## config.mk

```make
export PLATFORM = sky130hd
export DESIGN_NAME = multicycle_control_fsm_flat
export DESIGN_NICKNAME = d
export VERILOG_FILES = /design/src/rtl/multicycle_control_fsm_if.sv /design/src/rtl/multicycle_control_fsm.sv /design/src/flat_wrapper.sv
export SDC_FILE = /design/constraint.sdc
export NUM_CORES = 1
export LEC_CHECK = 0
export ABC_AREA = 1
export CORE_MARGIN = 8
export CORE_UTILIZATION = 44
export DETAILED_ROUTE_END_ITERATION = 7
export PLACE_DENSITY = 0.75
export SKIP_LAST_GASP = 1
export SLEW_MARGIN = 30
export SYNTH_ARGS = -nofsm -noshare
export SYNTH_HDL_FRONTEND = slang
export SYNTH_SLANG_ARGS = --single-unit
```

## constraint.sdc

```tcl
create_clock -name clk -period 1.5 [get_ports clk]
set_input_delay 0.225 -clock clk [delete_from_list [all_inputs] [get_ports clk]]
set_output_delay 0.225 -clock clk [all_outputs]
set_load 0.05 [all_outputs]
```

## src/rtl/multicycle_control_fsm_if.sv

```systemverilog
// Control bundle between the multi-cycle FSM and its datapath.
// master = FSM side (drives controls), slave = datapath side.
interface multicycle_control_fsm_if;
  logic [5:0] op;
  logic       mem_ready;
  logic       pc_write;
  logic       branch;
  logic       branch_ne;
  logic       iord;
  logic       mem_read;
  logic       mem_write;
  logic       ir_write;
  logic       reg_dst;
  logic       mem_to_reg;
  logic       reg_write;
  logic       alu_src_a;
  logic [1:0] alu_src_b;
  logic [1:0] alu_op;
  logic [1:0] pc_src;
  logic       instr_done;
  logic       illegal_op;
  logic       mem_err;

  modport master (
    input  op, mem_ready,
    output pc_write, branch, branch_ne,
    output iord, mem_read, mem_write,
    output ir_write, reg_dst, mem_to_reg,
    output reg_write, alu_src_a, alu_src_b,
    output alu_op, pc_src, instr_done,
    output illegal_op, mem_err
  );

  modport slave (
    output op, mem_ready,
    input  pc_write, branch, branch_ne,
    input  iord, mem_read, mem_write,
    input  ir_write, reg_dst, mem_to_reg,
    input  reg_write, alu_src_a, alu_src_b,
    input  alu_op, pc_src, instr_done,
    input  illegal_op, mem_err
  );
endinterface

```

## src/rtl/multicycle_control_fsm.sv

```systemverilog
// Multi-cycle MIPS control FSM with memory handshake and timeout trap.
// Define MC_CTRL_BNE_EN to decode opcode 5 (bne) as a branch.
module multicycle_control_fsm #(
  parameter bit          MEM_HANDSHAKE = 1'b1,
  parameter int unsigned MEM_TIMEOUT   = 15
) (
  input  logic                          clk,
  input  logic                          rst,
  multicycle_control_fsm_if.master      bus
);

  typedef enum logic [3:0] {
    S_FETCH  = 4'd0,
    S_DECODE = 4'd1,
    S_MEMADR = 4'd2,
    S_MEMRD  = 4'd3,
    S_MEMWB  = 4'd4,
    S_MEMWR  = 4'd5,
    S_EXEC   = 4'd6,
    S_ALUWB  = 4'd7,
    S_BRANCH = 4'd8,
    S_IEXEC  = 4'd9,
    S_IWB    = 4'd10,
    S_JUMP   = 4'd11,
    S_TRAP   = 4'd12
  } state_t;

  localparam logic [5:0] OP_R    = 6'd0;
  localparam logic [5:0] OP_J    = 6'd2;
  localparam logic [5:0] OP_BEQ  = 6'd4;
  localparam logic [5:0] OP_BNE  = 6'd5;
  localparam logic [5:0] OP_ADDI = 6'd8;
  localparam logic [5:0] OP_ORI  = 6'd13;
  localparam logic [5:0] OP_LW   = 6'd35;
  localparam logic [5:0] OP_SW   = 6'd43;

  localparam int CW =
    (MEM_TIMEOUT < 2) ? 1 : $clog2(MEM_TIMEOUT);
  localparam int unsigned LAST_I =
    (MEM_TIMEOUT == 0) ? 0 : MEM_TIMEOUT - 1;
  localparam logic [CW-1:0] CNT_LAST = LAST_I[CW-1:0];

  state_t        r_state;
  state_t        w_state_nxt;
  logic [5:0]    r_op_q;
  logic [CW-1:0] r_wait_cnt;

  logic w_in_mem;
  logic w_done;
  logic w_timeout;

  logic w_is_r;
  logic w_is_mem;
  logic w_is_beq;
  logic w_is_bne;
  logic w_is_imm;
  logic w_is_j;

  logic       w_pc_write;
  logic       w_branch;
  logic       w_branch_ne;
  logic       w_iord;
  logic       w_mem_read;
  logic       w_mem_write;
  logic       w_ir_write;
  logic       w_reg_dst;
  logic       w_mem_to_reg;
  logic       w_reg_write;
  logic       w_alu_src_a;
  logic [1:0] w_alu_src_b;
  logic [1:0] w_alu_op;
  logic [1:0] w_pc_src;
  logic       w_instr_done;
  logic       w_illegal_op;
  logic       w_mem_err;

  assign w_in_mem = (r_state == S_FETCH) ||
                    (r_state == S_MEMRD) ||
                    (r_state == S_MEMWR);

  assign w_done = ~MEM_HANDSHAKE | bus.mem_ready;

  // a completing access in the last allowed cycle beats the trap
  assign w_timeout = (MEM_TIMEOUT != 0) && w_in_mem &&
                     !w_done && (r_wait_cnt == CNT_LAST);

  assign w_is_r   = (bus.op == OP_R);
  assign w_is_mem = (bus.op == OP_LW) || (bus.op == OP_SW);
  assign w_is_beq = (bus.op == OP_BEQ);
  assign w_is_imm = (bus.op == OP_ADDI) || (bus.op == OP_ORI);
  assign w_is_j   = (bus.op == OP_J);
`ifdef MC_CTRL_BNE_EN
  assign w_is_bne = (bus.op == OP_BNE);
`else
  assign w_is_bne = 1'b0;
`endif

  always_ff @(posedge clk) begin
    if (rst) begin
      r_state    <= S_FETCH;
      r_op_q     <= '0;
      r_wait_cnt <= '0;
    end else begin
      r_state <= w_state_nxt;
      if (r_state == S_DECODE)
        r_op_q <= bus.op;
      if (w_state_nxt != r_state)
        r_wait_cnt <= '0;
      else if ((MEM_TIMEOUT != 0) && w_in_mem && !w_done)
        r_wait_cnt <= r_wait_cnt + CW'(1);
    end
  end

  always_comb begin
    w_state_nxt  = r_state;
    w_pc_write   = 1'b0;
    w_branch     = 1'b0;
    w_branch_ne  = 1'b0;
    w_iord       = 1'b0;
    w_mem_read   = 1'b0;
    w_mem_write  = 1'b0;
    w_ir_write   = 1'b0;
    w_reg_dst    = 1'b0;
    w_mem_to_reg = 1'b0;
    w_reg_write  = 1'b0;
    w_alu_src_a  = 1'b0;
    w_alu_src_b  = 2'b00;
    w_alu_op     = 2'b00;
    w_pc_src     = 2'b00;
    w_instr_done = 1'b0;
    w_illegal_op = 1'b0;
    w_mem_err    = 1'b0;
    case (r_state)
      S_FETCH: begin
        w_mem_read  = 1'b1;
        w_alu_src_b = 2'b01;
        if (w_done) begin
          w_ir_write  = 1'b1;
          w_pc_write  = 1'b1;
          w_state_nxt = S_DECODE;
        end else if (w_timeout) begin
          w_state_nxt = S_TRAP;
        end
      end
      S_DECODE: begin
        w_alu_src_b = 2'b11;
        unique case (1'b1)
          w_is_r:             w_state_nxt = S_EXEC;
          w_is_mem:           w_state_nxt = S_MEMADR;
          w_is_beq, w_is_bne: w_state_nxt = S_BRANCH;
          w_is_imm:           w_state_nxt = S_IEXEC;
          w_is_j:             w_state_nxt = S_JUMP;
          default: begin
            w_illegal_op = 1'b1;
            w_instr_done = 1'b1;
            w_state_nxt  = S_FETCH;
          end
        endcase
      end
      S_MEMADR: begin
        w_alu_src_a = 1'b1;
        w_alu_src_b = 2'b10;
        w_state_nxt = (r_op_q == OP_LW) ? S_MEMRD : S_MEMWR;
      end
      S_MEMRD: begin
        w_iord     = 1'b1;
        w_mem_read = 1'b1;
        if (w_done)
          w_state_nxt = S_MEMWB;
        else if (w_timeout)
          w_state_nxt = S_TRAP;
      end
      S_MEMWB: begin
        w_mem_to_reg = 1'b1;
        w_reg_write  = 1'b1;
        w_instr_done = 1'b1;
        w_state_nxt  = S_FETCH;
      end
      S_MEMWR: begin
        w_iord      = 1'b1;
        w_mem_write = 1'b1;
        if (w_done) begin
          w_instr_done = 1'b1;
          w_state_nxt  = S_FETCH;
        end else if (w_timeout) begin
          w_state_nxt = S_TRAP;
        end
      end
      S_EXEC: begin
        w_alu_src_a = 1'b1;
        w_alu_op    = 2'b10;
        w_state_nxt = S_ALUWB;
      end
      S_ALUWB: begin
        w_reg_dst    = 1'b1;
        w_reg_write  = 1'b1;
        w_instr_done = 1'b1;
        w_state_nxt  = S_FETCH;
      end
      S_BRANCH: begin
        w_alu_src_a  = 1'b1;
        w_alu_op     = 2'b01;
        w_pc_src     = 2'b01;
        w_instr_done = 1'b1;
        w_branch     = (r_op_q == OP_BEQ);
`ifdef MC_CTRL_BNE_EN
        w_branch_ne  = (r_op_q == OP_BNE);
`endif
        w_state_nxt  = S_FETCH;
      end
      S_IEXEC: begin
        w_alu_src_a = 1'b1;
        w_alu_src_b = 2'b10;
        w_alu_op    = (r_op_q == OP_ORI) ? 2'b11 : 2'b00;
        w_state_nxt = S_IWB;
      end
      S_IWB: begin
        w_reg_write  = 1'b1;
        w_instr_done = 1'b1;
        w_state_nxt  = S_FETCH;
      end
      S_JUMP: begin
        w_pc_src     = 2'b10;
        w_pc_write   = 1'b1;
        w_instr_done = 1'b1;
        w_state_nxt  = S_FETCH;
      end
      S_TRAP: begin
        w_mem_err = 1'b1;
      end
      default: begin
        w_state_nxt = S_FETCH;
      end
    endcase
  end

  // reset aborts the instruction: nothing may strobe this cycle
  assign bus.pc_write   = w_pc_write   & ~rst;
  assign bus.branch     = w_branch     & ~rst;
  assign bus.branch_ne  = w_branch_ne  & ~rst;
  assign bus.iord       = w_iord       & ~rst;
  assign bus.mem_read   = w_mem_read   & ~rst;
  assign bus.mem_write  = w_mem_write  & ~rst;
  assign bus.ir_write   = w_ir_write   & ~rst;
  assign bus.reg_dst    = w_reg_dst    & ~rst;
  assign bus.mem_to_reg = w_mem_to_reg & ~rst;
  assign bus.reg_write  = w_reg_write  & ~rst;
  assign bus.alu_src_a  = w_alu_src_a  & ~rst;
  assign bus.alu_src_b  = w_alu_src_b  & {2{~rst}};
  assign bus.alu_op     = w_alu_op     & {2{~rst}};
  assign bus.pc_src     = w_pc_src     & {2{~rst}};
  assign bus.instr_done = w_instr_done & ~rst;
  assign bus.illegal_op = w_illegal_op & ~rst;
  assign bus.mem_err    = w_mem_err    & ~rst;

endmodule

```

## src/flat_wrapper.sv

```systemverilog
// flat-port wrapper written by rule: the top's interface ports become plain ports
module multicycle_control_fsm_flat 
#(
  parameter bit          MEM_HANDSHAKE = 1'b1,
  parameter int unsigned MEM_TIMEOUT   = 15
)
  (clk, rst, bus_op, bus_mem_ready, bus_pc_write, bus_branch, bus_branch_ne, bus_iord, bus_mem_read, bus_mem_write, bus_ir_write, bus_reg_dst, bus_mem_to_reg, bus_reg_write, bus_alu_src_a, bus_alu_src_b, bus_alu_op, bus_pc_src, bus_instr_done, bus_illegal_op, bus_mem_err);
  multicycle_control_fsm_if bus_i ();
  input  logic clk;
  input  logic rst;
  input wire logic [$bits(bus_i.op)-1:0] bus_op;
  input wire logic [$bits(bus_i.mem_ready)-1:0] bus_mem_ready;
  output wire logic [$bits(bus_i.pc_write)-1:0] bus_pc_write;
  output wire logic [$bits(bus_i.branch)-1:0] bus_branch;
  output wire logic [$bits(bus_i.branch_ne)-1:0] bus_branch_ne;
  output wire logic [$bits(bus_i.iord)-1:0] bus_iord;
  output wire logic [$bits(bus_i.mem_read)-1:0] bus_mem_read;
  output wire logic [$bits(bus_i.mem_write)-1:0] bus_mem_write;
  output wire logic [$bits(bus_i.ir_write)-1:0] bus_ir_write;
  output wire logic [$bits(bus_i.reg_dst)-1:0] bus_reg_dst;
  output wire logic [$bits(bus_i.mem_to_reg)-1:0] bus_mem_to_reg;
  output wire logic [$bits(bus_i.reg_write)-1:0] bus_reg_write;
  output wire logic [$bits(bus_i.alu_src_a)-1:0] bus_alu_src_a;
  output wire logic [$bits(bus_i.alu_src_b)-1:0] bus_alu_src_b;
  output wire logic [$bits(bus_i.alu_op)-1:0] bus_alu_op;
  output wire logic [$bits(bus_i.pc_src)-1:0] bus_pc_src;
  output wire logic [$bits(bus_i.instr_done)-1:0] bus_instr_done;
  output wire logic [$bits(bus_i.illegal_op)-1:0] bus_illegal_op;
  output wire logic [$bits(bus_i.mem_err)-1:0] bus_mem_err;
  assign bus_i.op = bus_op;
  assign bus_i.mem_ready = bus_mem_ready;
  assign bus_pc_write = bus_i.pc_write;
  assign bus_branch = bus_i.branch;
  assign bus_branch_ne = bus_i.branch_ne;
  assign bus_iord = bus_i.iord;
  assign bus_mem_read = bus_i.mem_read;
  assign bus_mem_write = bus_i.mem_write;
  assign bus_ir_write = bus_i.ir_write;
  assign bus_reg_dst = bus_i.reg_dst;
  assign bus_mem_to_reg = bus_i.mem_to_reg;
  assign bus_reg_write = bus_i.reg_write;
  assign bus_alu_src_a = bus_i.alu_src_a;
  assign bus_alu_src_b = bus_i.alu_src_b;
  assign bus_alu_op = bus_i.alu_op;
  assign bus_pc_src = bus_i.pc_src;
  assign bus_instr_done = bus_i.instr_done;
  assign bus_illegal_op = bus_i.illegal_op;
  assign bus_mem_err = bus_i.mem_err;
  multicycle_control_fsm #(.MEM_HANDSHAKE(MEM_HANDSHAKE), .MEM_TIMEOUT(MEM_TIMEOUT)) u_core (.clk(clk), .rst(rst), .bus(bus_i));
endmodule
```

==> summary.txt, run 1 <==
Floorplanning
  • Floorplan die width: 68.4 microns
  • Starting density of the core: 45.0%
  • Boundary pin count: 29
  • Vert. Die Dim: 68.4 microns
  • Row count: 19

Place
  • Placement Cell Area: 2190 sq um
  • Number of port buffers: 27
  • Number of placed instances, taps included: 304
  • Detail Placement HPWL: 3270 microns
  • Weighted congestion reported at the end of routability-driven placement: 1.01

Logic synthesis
  • Unique masters post-synth: 30
  • Post-synthesis area per instance: 6.08 sq um
  • Count of mapped cells out of synthesis: 199
  • Post-synthesis net count: 210
  • Number of enable flip-flop cells after synthesis: 0
  • Sequential cell area fraction in the yosys report: 23.2%
  • Post-synth design cell area: 1210 sq um
  • Synth Warn #: 0
  • Async S/R FF share, synth: 0%
  • Flip-flop and latch count after synthesis: 14
  • Dominant register cell in the synthesized netlist: sky130_fd_sc_hd__dfxtp_1

Outcome
  • Last stage: global routing
  • First reported error: [ERROR GRT-0232] Routing congestion too high. Check the congestion heatmap in the GUI.
  • Run status: aborted with a tool error

Clock network
  • Clock root buffer master: sky130_fd_sc_hd__clkbuf_4
  • CTS H-tree lvls: 1
  • Number of sinks handled by clock tree synthesis: 14
  • Cts-stage hold buffer count: 0
  • CTS buffer count: 3
  • Clock Tree Buf Depth: 2

Global route
  • Total global-route track usage: 64.0%
  • Congestion Overflow GR: 58
  • Largest net degree at the start of global routing: 13
  • Number of antenna violations at the first check in global routing: 1

STA
  • Endpoint with the least setup slack after the last global-route repair: bus_alu_op[1]
  • Worst End Pin Type: top-level output
per-layer routing:
| metal | GRT usage [%] | GRT overflow |
|---|---|---|
| met4 | 75.7 | 28 |
| met2 | 81.2 | 30 |
| met3 | 45.5 | 0 |
| met5 | 0 | 0 |
| met1 | 61.6 | 0 |
timing repair:
item                                    CTS
endpoints found under the setup margin   23
gates cloned                              0
resized for setup                        75
buffers inserted                         12
pin swaps                                24
synth_stat cells (2+ instances only):
library cell,instances,area share [%]
sky130_fd_sc_hd__nor2_4,2,1.9
sky130_fd_sc_hd__a21oi_1,11,4.5
sky130_fd_sc_hd__nand4_1,5,2.6
sky130_fd_sc_hd__nand3b_2,2,1.9
sky130_fd_sc_hd__ha_1,2,2.1
sky130_fd_sc_hd__nand2_1,31,9.6
sky130_fd_sc_hd__a31oi_1,4,2.1
sky130_fd_sc_hd__nand3_1,19,7.9
sky130_fd_sc_hd__o21ai_0,8,3.3
sky130_fd_sc_hd__clkbuf_1,2,0.62
sky130_fd_sc_hd__xor2_1,2,1.4
sky130_fd_sc_hd__dfxtp_1,14,23
sky130_fd_sc_hd__buf_4,2,1.2
sky130_fd_sc_hd__nor2_1,38,12
sky130_fd_sc_hd__nor2_2,5,2.6
sky130_fd_sc_hd__inv_2,4,1.2
sky130_fd_sc_hd__nor3_1,2,0.83
sky130_fd_sc_hd__inv_1,26,8.1
sky130_fd_sc_hd__nand3_2,3,2.5
sky130_fd_sc_hd__nand2_2,7,3.6
kinds of logic after synthesis:
kind of cell,share of synthesized area (%)
flip-flops,23.2
AO/OA/AOI/OAI,11.3
buffers and inverters,11.6
XOR/XNOR,2.17
AND/OR/NAND/NOR,49.4
other,0.310
adder cells (fa/ha/maj),2.07
per-stage QoR:
step / util (%) / hold slack [ns] / worst slack [ns]
2_1_floorplan: - / 0.360 / -0.240
3_3_place_gp: 81.4 / 0.458 / -0.441
3_5_place_dp: 81.4 / 0.462 / -0.509
4_1_cts: 94.4 / 0.315 / -0.290
==> inputs of run 2 (changes only) <==
- CORE_UTILIZATION: 44 -> 30
- PLACE_DENSITY: 0.75 -> unset
- PLACE_DENSITY_LB_ADDON: unset -> 0.15
- clock period: 1.5 -> 2 ns (I/O delays scaled with it)
==> summary.txt, run 2 <==
Drt
  • DR DRC count: 0
  • Starting DRC count in detailed routing: 95
  • Antenna Nets Post-Route: 0
  • Wire length reported by the detailed router: 3440 microns
  • Vias per cell: 4.60
  • Routed via count: 1357
  • Routed WL per cell: 11.7 microns
  • Router iterations before antenna repair: 4

Final layout
  • Largest register FFs: 6
  • Final #Nets: 258
  • Leading registers by flop count: u_core.r_op_q: 6 flops, u_core.r_state: 4 flops, u_core.r_wait_cnt: 4 flops
  • Share of cells above drive strength 1: 36.3%
  • Most used cells in the layout excluding fill and tap cells: 31 x sky130_fd_sc_hd__nor2_1, 31 x sky130_fd_sc_hd__nand2_1, 24 x sky130_fd_sc_hd__inv_1
  • Antenna diode count: 0
  • Final cell utilization of the core: 50.8%
  • Most flops, register: u_core.r_op_q
  • Signed area change from the synthesized netlist to the final layout: 65.5%

STA
  • Total setup violations reported at the end of the flow: 0
  • Unrepaired setup endpoints after global routing: true
  • Number of pins with negative max-slew slack in the final report: 0
  • Setup clock skew after layout: 0.000967 ns
  • Period Utilization, post-route: 99.2%
  • Fin worst setup slack: 0.0163 ns
  • Hold WS: 0.456 ns
  • Upper clock frequency limit: 0.504 GHz
  • Number of hold-slack violations in the final timing report: 0
  • TNS Setup: 0 ns
  • Final critical path time including I/O delays and setup: 1.98 ns

Floorplanning
  • Starting density of the core: 30.7%
  • Boundary pin count: 29
  • Row count: 23
  • Vert. Die Dim: 79.5 microns
  • Area inside the core boundary: 3940 sq um
  • Floorplan die width: 79.5 microns
  • Area enclosed by the die boundary: 6320 sq um

Global route
  • Number of global-route vias before repair: 1360
  • Largest net degree at the start of global routing: 22
  • Total global-route track usage: 12.1%
  • First-pass GRT wire length: 6290 microns
  • Congestion Overflow GR: 0
  • Number of antenna violations at the first check in global routing: 0

Critical path
  • Type of destination of the critical path: output port
  • RR Endpoint: u_core.r_wait_cnt[1]
  • Launching element type of the critical path: input port
  • Worst r2r src: u_core.r_state[2]
  • Endpoint arrival time on the critical path: 1.68 ns
  • Cells traversed along the worst timing path: clkdlybuf4s50_1 -> inv_1 -> nand2_1 -> nor2_1 -> nand2_1 -> nand3_2 -> nor2_2 -> nand3_2 -> a31oi_4 -> buf_12
  • Critical path's slowest cell: sky130_fd_sc_hd__clkdlybuf4s50_1
  • Maximum fanout along the worst path: 2
  • Critical path start-end classification: in2out
  • Setup slack of the worst register-to-register path: 0.39 ns
  • Depth of the worst register-to-register path: 11
  • Crit path required time: 1.70 ns
  • Maximum single-stage delay on the critical path: 0.48 ns

Logic synthesis
  • Count of mapped cells out of synthesis: 199
  • Most used standard cell by instance count after synthesis: sky130_fd_sc_hd__nor2_1
  • Post-synthesis net count: 210
  • Synth Warn #: 0
  • Area share of the largest cell type after synthesis: 23.2%
  • Post-synthesis area per instance: 6.08 sq um
  • Dominant register cell in the synthesized netlist: sky130_fd_sc_hd__dfxtp_1
  • Unique masters post-synth: 30
  • Sequential cell area fraction in the yosys report: 23.2%
  • Number of enable flip-flop cells after synthesis: 0
  • Flip-flop and latch count after synthesis: 14
  • Top cells by area, synth: sky130_fd_sc_hd__dfxtp_1 23%, sky130_fd_sc_hd__nor2_1 12%, sky130_fd_sc_hd__nand2_1 9.6%
  • Yosys top cell by area: sky130_fd_sc_hd__dfxtp_1
  • Most numerous cell types in the synthesized netlist: 38 x sky130_fd_sc_hd__nor2_1, 31 x sky130_fd_sc_hd__nand2_1, 26 x sky130_fd_sc_hd__inv_1, 19 x sky130_fd_sc_hd__nand3_1, 14 x sky130_fd_sc_hd__dfxtp_1
  • Post-synth design cell area: 1210 sq um
  • Async S/R FF share, synth: 0%

Clock network
  • Latest clock arrival within the worst-skew pair: 0.25 ns
  • Setup Buffers After CTS: 0
  • TritonCTS clock tree: built
  • Clock-pin transition on the worst setup and hold timing paths: 0.05 ns
  • Clock Tree Buf Depth: 2
  • Clock root buffer master: sky130_fd_sc_hd__clkbuf_8
  • CTS buffer count: 3
  • CTS H-tree lvls: 1
  • Number of sinks handled by clock tree synthesis: 14
  • Cts-stage hold buffer count: 0

Place
  • Weighted congestion reported at the end of routability-driven placement: 0.833
  • Minimum setup slack after placement: -0.124 ns
  • Number of port buffers: 27
  • Detail Placement HPWL: 2840 microns

Hold path
  • Hold Path End: u_core.r_op_q[1]
  • Hold-critical path depth: 4
  • Critical hold path startpoint: bus_op[1]
  • Worst hold-check path type: in2reg

Run
  • Max Cap Viol: 0

Power
  • Standby leakage power: 0.942 nW
  • Maximum VDD drop: 0.221 mV
  • Overall power of the completed layout: 0.000829 W
  • P per Cell Area: 414 nW/um^2

Outcome
  • Run status: finished, final reports clean
-- run 2: cell counts after synthesis --
Identical to the previous run, type by type.
-- run 2: repair_timing --
item | CTS | global route
setup endpoints to repair | 6 | 6
pin swaps | 3 | 2
cloned | 0 | 0
resized for setup | 10 | 10
-- run 2: worst max path at each step --
stage	end	from	depth (start not counted)	slack (ns)
global route	bus_instr_done	bus_op[5]	10	-0.04
global placement	bus_instr_done	bus_op[0]	10	-0.10
detailed placement	bus_instr_done	bus_op[0]	10	-0.12
floorplan	bus_instr_done	u_core.r_state[3]	8	-0.04
CTS	bus_instr_done	bus_op[1]	10	-0.06
finish	bus_instr_done	bus_op[5]	10	0.02
-- run 2: cell type report --
cell class                      count  area [sq um]
Clock buffer                        3          41.3
Fill cell                         373          1940
Inverter                           30           113
Multi-Input combinational cell    150           870
Sequential cell                    14           284
Tap cell                           50          62.6
Timing Repair Buffer               48           632
-- run 2: critical path, delay by kind of cell --
| family | cells | cell delay, ns |
|---|---|---|
| buffers and inverters | 3 | 0.70 |
| AND/OR/NAND/NOR | 6 | 0.50 |
| AO/OA/AOI/OAI | 1 | 0.18 |
-- run 2: power breakdown --
group	leakage [nW]	total, W	switching (W)	internal [W]
Sequential	0.116	0.000314	0.0000171	0.000297
Combinational	0.804	0.000285	0.000163	0.000122
Clock	0.0216	0.000230	0.0000964	0.000133
Total	0.942	0.000829	0.000277	0.000552
-- run 2: logic make-up after synthesis --
kind of cell / synth area share (%)
xor+xnor: 2.17
fa+ha+maj: 2.07
buf+inv: 11.6
other cells: 0.310
compound gates: 11.3
flops: 23.2
simple gates: 49.4
-- run 2: routing by layer --
layer | global-route usage [%] | vias up | part of all wire (%) | wire (microns)
li1 | - | 734 | - | -
met1 | 15.0 | 591 | 47 | 1600
met2 | 18.7 | 28 | 45 | 1540
met3 | 3.72 | 4 | 6.9 | 237
met4 | 5.56 | 0 | 1.9 | 65
met5 | 0 | - | 0 | 0
-- run 2: per-stage QoR --
step,cells,instance area (sq um)
CTS,295,1970
finish,295,2000
floorplan,199,1240
detailed placement,292,1910
global route,295,2000
global placement,292,1910
(Power assumes the default switching activity.)
==> inputs of run 3 (changes only) <==
- CORE_AREA: unset -> 8 8 69 71
- CORE_MARGIN: 8 -> unset
- CORE_UTILIZATION: 30 -> unset
- DIE_AREA: unset -> 0 0 77 79
- SLEW_MARGIN: 30 -> 20
==> summary.txt, run 3 (synthesis gave the netlist of run 2 again) <==
Clock network
  • CTS H-tree lvls: 1
  • Clock root buffer master: sky130_fd_sc_hd__clkbuf_8
  • TritonCTS clock tree: built
  • Latest clock arrival within the worst-skew pair: 0.24 ns
  • Number of sinks handled by clock tree synthesis: 14
  • Clock Tree Buf Depth: 2
  • CTS buffer count: 3
  • Clock-pin transition on the worst setup and hold timing paths: 0.06 ns

Critical path
  • Maximum fanout along the worst path: 8
  • Launching element type of the critical path: flop
  • Crit path required time: 1.70 ns
  • Setup slack of the worst register-to-register path: 0.37 ns
  • Endpoint arrival time on the critical path: 1.62 ns
  • Critical path start-end classification: reg2out
  • Type of destination of the critical path: output port

Place
  • Detail Placement HPWL: 2910 microns
  • Weighted congestion reported at the end of routability-driven placement: 0.871
  • Number of port buffers: 27

Global route
  • Total global-route track usage: 11.4%
  • First-pass GRT wire length: 5820 microns
  • Congestion Overflow GR: 0
  • Number of antenna violations at the first check in global routing: 0
  • Largest net degree at the start of global routing: 15
  • Number of global-route vias before repair: 1283

STA
  • Number of pins with negative max-slew slack in the final report: 0
  • Upper clock frequency limit: 0.522 GHz
  • Period Utilization, post-route: 95.8%
  • Number of hold-slack violations in the final timing report: 0
  • Setup clock skew after layout: 0.00629 ns
  • Total setup violations reported at the end of the flow: 0
  • Final critical path time including I/O delays and setup: 1.92 ns
  • Unrepaired setup endpoints after global routing: true

Final layout
  • Most flops, register: u_core.r_op_q
  • Final #Nets: 261
  • Leading registers by flop count: u_core.r_op_q: 6 flops, u_core.r_state: 4 flops, u_core.r_wait_cnt: 4 flops
  • Signed area change from the synthesized netlist to the final layout: 67.7%
  • Largest register FFs: 6
  • Filler instances: 392
  • Antenna diode count: 0
  • Area taken by flip-flops and latches: 290 sq um
  • Most used cells in the layout excluding fill and tap cells: 31 x sky130_fd_sc_hd__nand2_1, 30 x sky130_fd_sc_hd__nor2_1, 24 x sky130_fd_sc_hd__inv_1, 24 x sky130_fd_sc_hd__buf_4, 19 x sky130_fd_sc_hd__buf_12
  • Share of cells above drive strength 1: 38.2%
  • Final cell utilization of the core: 53.4%
  • Multi-input gate area in the final layout: 868 sq um
  • Most frequent standard cell in the layout excluding fill and tap cells: sky130_fd_sc_hd__nand2_1

Drt
  • Antenna Nets Post-Route: 0
  • Routed via count: 1372
  • DR DRC count: 0
  • Vias per cell: 4.59
  • Router iterations before antenna repair: 4
  • Routed WL per cell: 11.6 microns
  • Starting DRC count in detailed routing: 51
  • Wire length reported by the detailed router: 3480 microns

Floorplanning
  • Area enclosed by the die boundary: 6080 sq um
  • Area inside the core boundary: 3800 sq um
  • Boundary pin count: 29
  • Floorplan die width: 77 microns
  • Row count: 23
  • Vert. Die Dim: 79 microns
  • Starting density of the core: 31.9%

Power
  • Maximum VDD drop: 0.275 mV
  • Standby leakage power: 0.960 nW
  • Overall power of the completed layout: 0.000868 W
  • P per Cell Area: 428 nW/um^2

Run
  • Max Cap Viol: 0

Hold path
  • Worst hold-check path type: in2reg

Outcome
  • Run status: finished, final reports clean
==> run 3: cell types whose count changed in the layout (fill, tap and decap cells not counted), sizes merged <==
cell / before / now
buf: 40 / 43
clkbuf: 3 / 4
clkdlybuf4s50: 3 / 2
dlygate4sd2: 3 / 4
==> run 3: final timing paths <==
| check | start | to | cells past startpoint |
|---|---|---|---|
| setup / recovery | u_core.r_state[1] | bus_instr_done | 8 |
| hold / removal | bus_op[1] | u_core.r_op_q[1] | 4 |
| setup reg to reg | u_core.r_state[1] | u_core.r_wait_cnt[1] | 10 |
| hold reg to reg | u_core.r_op_q[2] | u_core.r_op_q[2] | 2 |
==> run 3: repair_timing <==
action	in CTS	in global routing
resized for setup	13	12
endpoints found under the setup margin	6	6
hold buffers	0	0
setup buffers	1	0
pin swaps	5	5
gates cloned	0	0
==> run 3: worst max-delay path, stage by stage, from the launching register on <==
cell and delay, ns:
sky130_fd_sc_hd__dfxtp_4 0.38, sky130_fd_sc_hd__inv_1 0.11, sky130_fd_sc_hd__nand2_1 0.11, sky130_fd_sc_hd__nor2_4 0.13
sky130_fd_sc_hd__inv_2 0.07, sky130_fd_sc_hd__nor2_2 0.12, sky130_fd_sc_hd__nand3_2 0.11, sky130_fd_sc_hd__a31oi_4 0.18
sky130_fd_sc_hd__buf_12 0.16
==> run 3: per-layer routing <==
metal / wire length [microns] / part of all wire [%] / vias to the layer above / global-route usage (%)
met5: 0 / 0 / - / 0
met4: 46 / 1.3 / 0 / 4.53
met3: 145 / 4.2 / 6 / 1.81
met2: 1630 / 47 / 29 / 19.6
met1: 1660 / 48 / 594 / 13.9
li1: - / - / 743 / -
==> run 3: metrics by stage <==
step                setup WS (ns)  instance area (sq um)  cells  hold slack, ns  setup TNS, ns
floorplan                 -0.0408                   1240    199           0.435        -0.0408
global placement           -0.102                   1910    294           0.473         -0.174
detailed placement         -0.127                   1910    294           0.474         -0.346
CTS                       -0.0149                   2000    299           0.483        -0.0149
global route              -0.0276                   2030    299           0.493        -0.0286
finish                     0.0832                   2030    299           0.467              0
==> run 3: cell type report <==
cell class	count	area share, %
well taps	50	3.08
clock buffers	4	2.71
inverters	30	5.55
repair buffers	51	31.6
multi-input cells	150	42.8
flip-flops and latches	14	14.3
==> run 3: where the power goes <==
part           leakage, nW  switching (W)  internal (W)
clock               0.0288      0.0000968      0.000174
combinational        0.814       0.000164      0.000121
sequential           0.117      0.0000170      0.000294
total                0.960       0.000278      0.000590
==> inputs of run 4 (changes only) <==
- CORE_AREA: 8 8 69 71 -> 2 2 63 65
- DIE_AREA: 0 0 77 79 -> 0 0 65 67
==> summary.txt, run 4 (synthesis gave the netlist of run 2 again) <==
Drt
  • Wire length reported by the detailed router: 3330 microns
  • Antenna Nets Post-Route: 0
  • Routed WL per cell: 11.3 microns
  • Routed via count: 1412
  • Starting DRC count in detailed routing: 88
  • Router iterations before antenna repair: 5
  • DR DRC count: 0
  • Vias per cell: 4.80

Critical path
  • Gate family responsible for the most delay along the worst path: simple AND/OR/NAND/NOR gates
  • Maximum single-stage delay on the critical path: 0.30 ns
  • Dominant cell type by count on the critical path: sky130_fd_sc_hd__inv_2
  • Critical path buffer and inverter count: 4
  • Launching element type of the critical path: flop
  • Critical path's slowest cell: sky130_fd_sc_hd__dfxtp_1
  • RR Endpoint: u_core.r_wait_cnt[3]
  • Maximum fanout along the worst path: 5
  • Type of destination of the critical path: output port
  • Endpoint arrival time on the critical path: 1.65 ns
  • Count of cell instances traversed by the critical path: 9
  • Depth of the worst register-to-register path: 11
  • Cells traversed along the worst timing path: buf_4 -> nor2_2 -> inv_2 -> nor2_4 -> inv_2 -> nor2_1 -> nand3_2 -> a31oi_4 -> buf_12
  • Crit path required time: 1.70 ns
  • Critical path start-end classification: reg2out
  • Setup slack of the worst register-to-register path: 0.38 ns
  • Worst r2r src: u_core.r_state[3]

Place
  • Placement Cell Area: 1900 sq um
  • Weighted congestion reported at the end of routability-driven placement: 0.856
  • Detail Placement HPWL: 2720 microns
  • Number of port buffers: 27

Global route
  • Congestion Overflow GR: 0
  • Largest net degree at the start of global routing: 22
  • Total global-route track usage: 16.9%
  • First-pass GRT wire length: 5850 microns
  • Number of global-route vias before repair: 1312
  • Number of antenna violations at the first check in global routing: 0

Final layout
  • Most flops, register: u_core.r_op_q
  • Filler instances: 350
  • Final #Nets: 259
  • Final cell utilization of the core: 54.9%
  • Most used cells in the layout excluding fill and tap cells: 34 x sky130_fd_sc_hd__nor2_1, 31 x sky130_fd_sc_hd__nand2_1, 24 x sky130_fd_sc_hd__inv_1
  • Signed area change from the synthesized netlist to the final layout: 63.6%
  • Antenna diode count: 0
  • Post-route cell area: 1980 sq um
  • Share of cells above drive strength 1: 34.6%
  • Most frequent standard cell in the layout excluding fill and tap cells: sky130_fd_sc_hd__nor2_1
  • Leading registers by flop count: u_core.r_op_q: 6 flops, u_core.r_state: 4 flops, u_core.r_wait_cnt: 4 flops
  • Largest register FFs: 6

Floorplanning
  • Vert. Die Dim: 67 microns
  • Row count: 22
  • Starting density of the core: 33.6%
  • Boundary pin count: 29
  • Area inside the core boundary: 3610 sq um
  • Floorplan die width: 65 microns
  • Area enclosed by the die boundary: 4360 sq um

Hold path
  • Critical hold path startpoint: u_core.r_op_q[2]
  • Worst hold-check path type: reg2reg
  • Hold Path End: u_core.r_op_q[2]
  • Hold-critical path depth: 2

Clock network
  • TritonCTS clock tree: built
  • Latest clock arrival within the worst-skew pair: 0.24 ns
  • Clock Tree Buf Depth: 2
  • Cts-stage hold buffer count: 0
  • Clock root buffer master: sky130_fd_sc_hd__clkbuf_8
  • Clock-pin transition on the worst setup and hold timing paths: 0.05 ns
  • CTS buffer count: 3
  • CTS H-tree lvls: 1
  • Number of sinks handled by clock tree synthesis: 14

STA
  • Number of hold-slack violations in the final timing report: 0
  • Number of pins with negative max-slew slack in the final report: 0
  • Setup clock skew after layout: 0.000724 ns
  • Period Utilization, post-route: 97.4%
  • Upper clock frequency limit: 0.513 GHz
  • Total setup violations reported at the end of the flow: 0
  • Final critical path time including I/O delays and setup: 1.95 ns

Power
  • Maximum VDD drop: 0.231 mV
  • P per Cell Area: 413 nW/um^2
  • Overall power of the completed layout: 0.000817 W
  • Standby leakage power: 0.927 nW

Outcome
  • Run status: finished, final reports clean

Run
  • Max Cap Viol: 0
run 4: repair_timing:
| item | 4_1_cts | 5_1_grt |
|---|---|---|
| pin swaps | 5 | 1 |
| buffers inserted | 1 | 0 |
| resized for setup | 11 | 7 |
| gates cloned | 0 | 0 |
| setup endpoints to repair | 4 | 3 |
run 4: worst min-delay path, delay by kind of cell, from the launching register on:
kind	cells	cell delay [ns]
AO/OA/AOI/OAI	1	0.05
buffers and inverters	1	0.07
flip-flops	1	0.31
run 4: stage by stage:
| stage | instances | setup TNS (ns) | hold WS, ns | setup WS, ns |
|---|---|---|---|---|
| 3_5_place_dp | 290 | -0.338 | 0.467 | -0.142 |
| 4_1_cts | 294 | -0.00905 | 0.477 | -0.00905 |
| 3_3_place_gp | 290 | -0.117 | 0.469 | -0.0923 |
| 6_report | 294 | 0 | 0.477 | 0.0523 |
| 2_1_floorplan | 199 | -0.0408 | 0.435 | -0.0408 |
| 5_1_grt | 294 | -0.0422 | 0.498 | -0.0418 |
run 4: layout make-up:
| class | instances | area [sq um] | share of cell area [%] |
|---|---|---|---|
| multi-input combinational | 150 | 846 | 42.7 |
| timing repair buffer | 49 | 632 | 31.9 |
| sequential | 14 | 288 | 14.5 |
| inverter | 30 | 113 | 5.69 |
| tap | 48 | 60.1 | 3.03 |
| clock buffer | 3 | 41.3 | 2.09 |
run 4: where the power goes:
part           switching [W]  internal [W]  total, W
combinational       0.000163      0.000118  0.000281
clock              0.0000929      0.000133  0.000226
sequential         0.0000155      0.000295  0.000311
run 4: worst max-delay path by stage:
stage,from,end,slack [ns]
global route,u_core.r_state[3],bus_instr_done,-0.04
CTS,u_core.r_state[3],bus_instr_done,-0.009
detailed placement,bus_op[0],bus_instr_done,-0.14
finish,u_core.r_state[3],bus_instr_done,0.05
global placement,bus_op[0],bus_instr_done,-0.09
floorplan,u_core.r_state[3],bus_instr_done,-0.04
run 4: per-layer routing:
layer  part of all wire (%)  vias to the layer above  GRT usage [%]
li1                       -                      738              -
met1                     46                      629           21.8
met2                     48                       40           29.4
met3                    5.3                        5           2.70
met4                   0.87                        0           3.99
met5                      0                        -              0
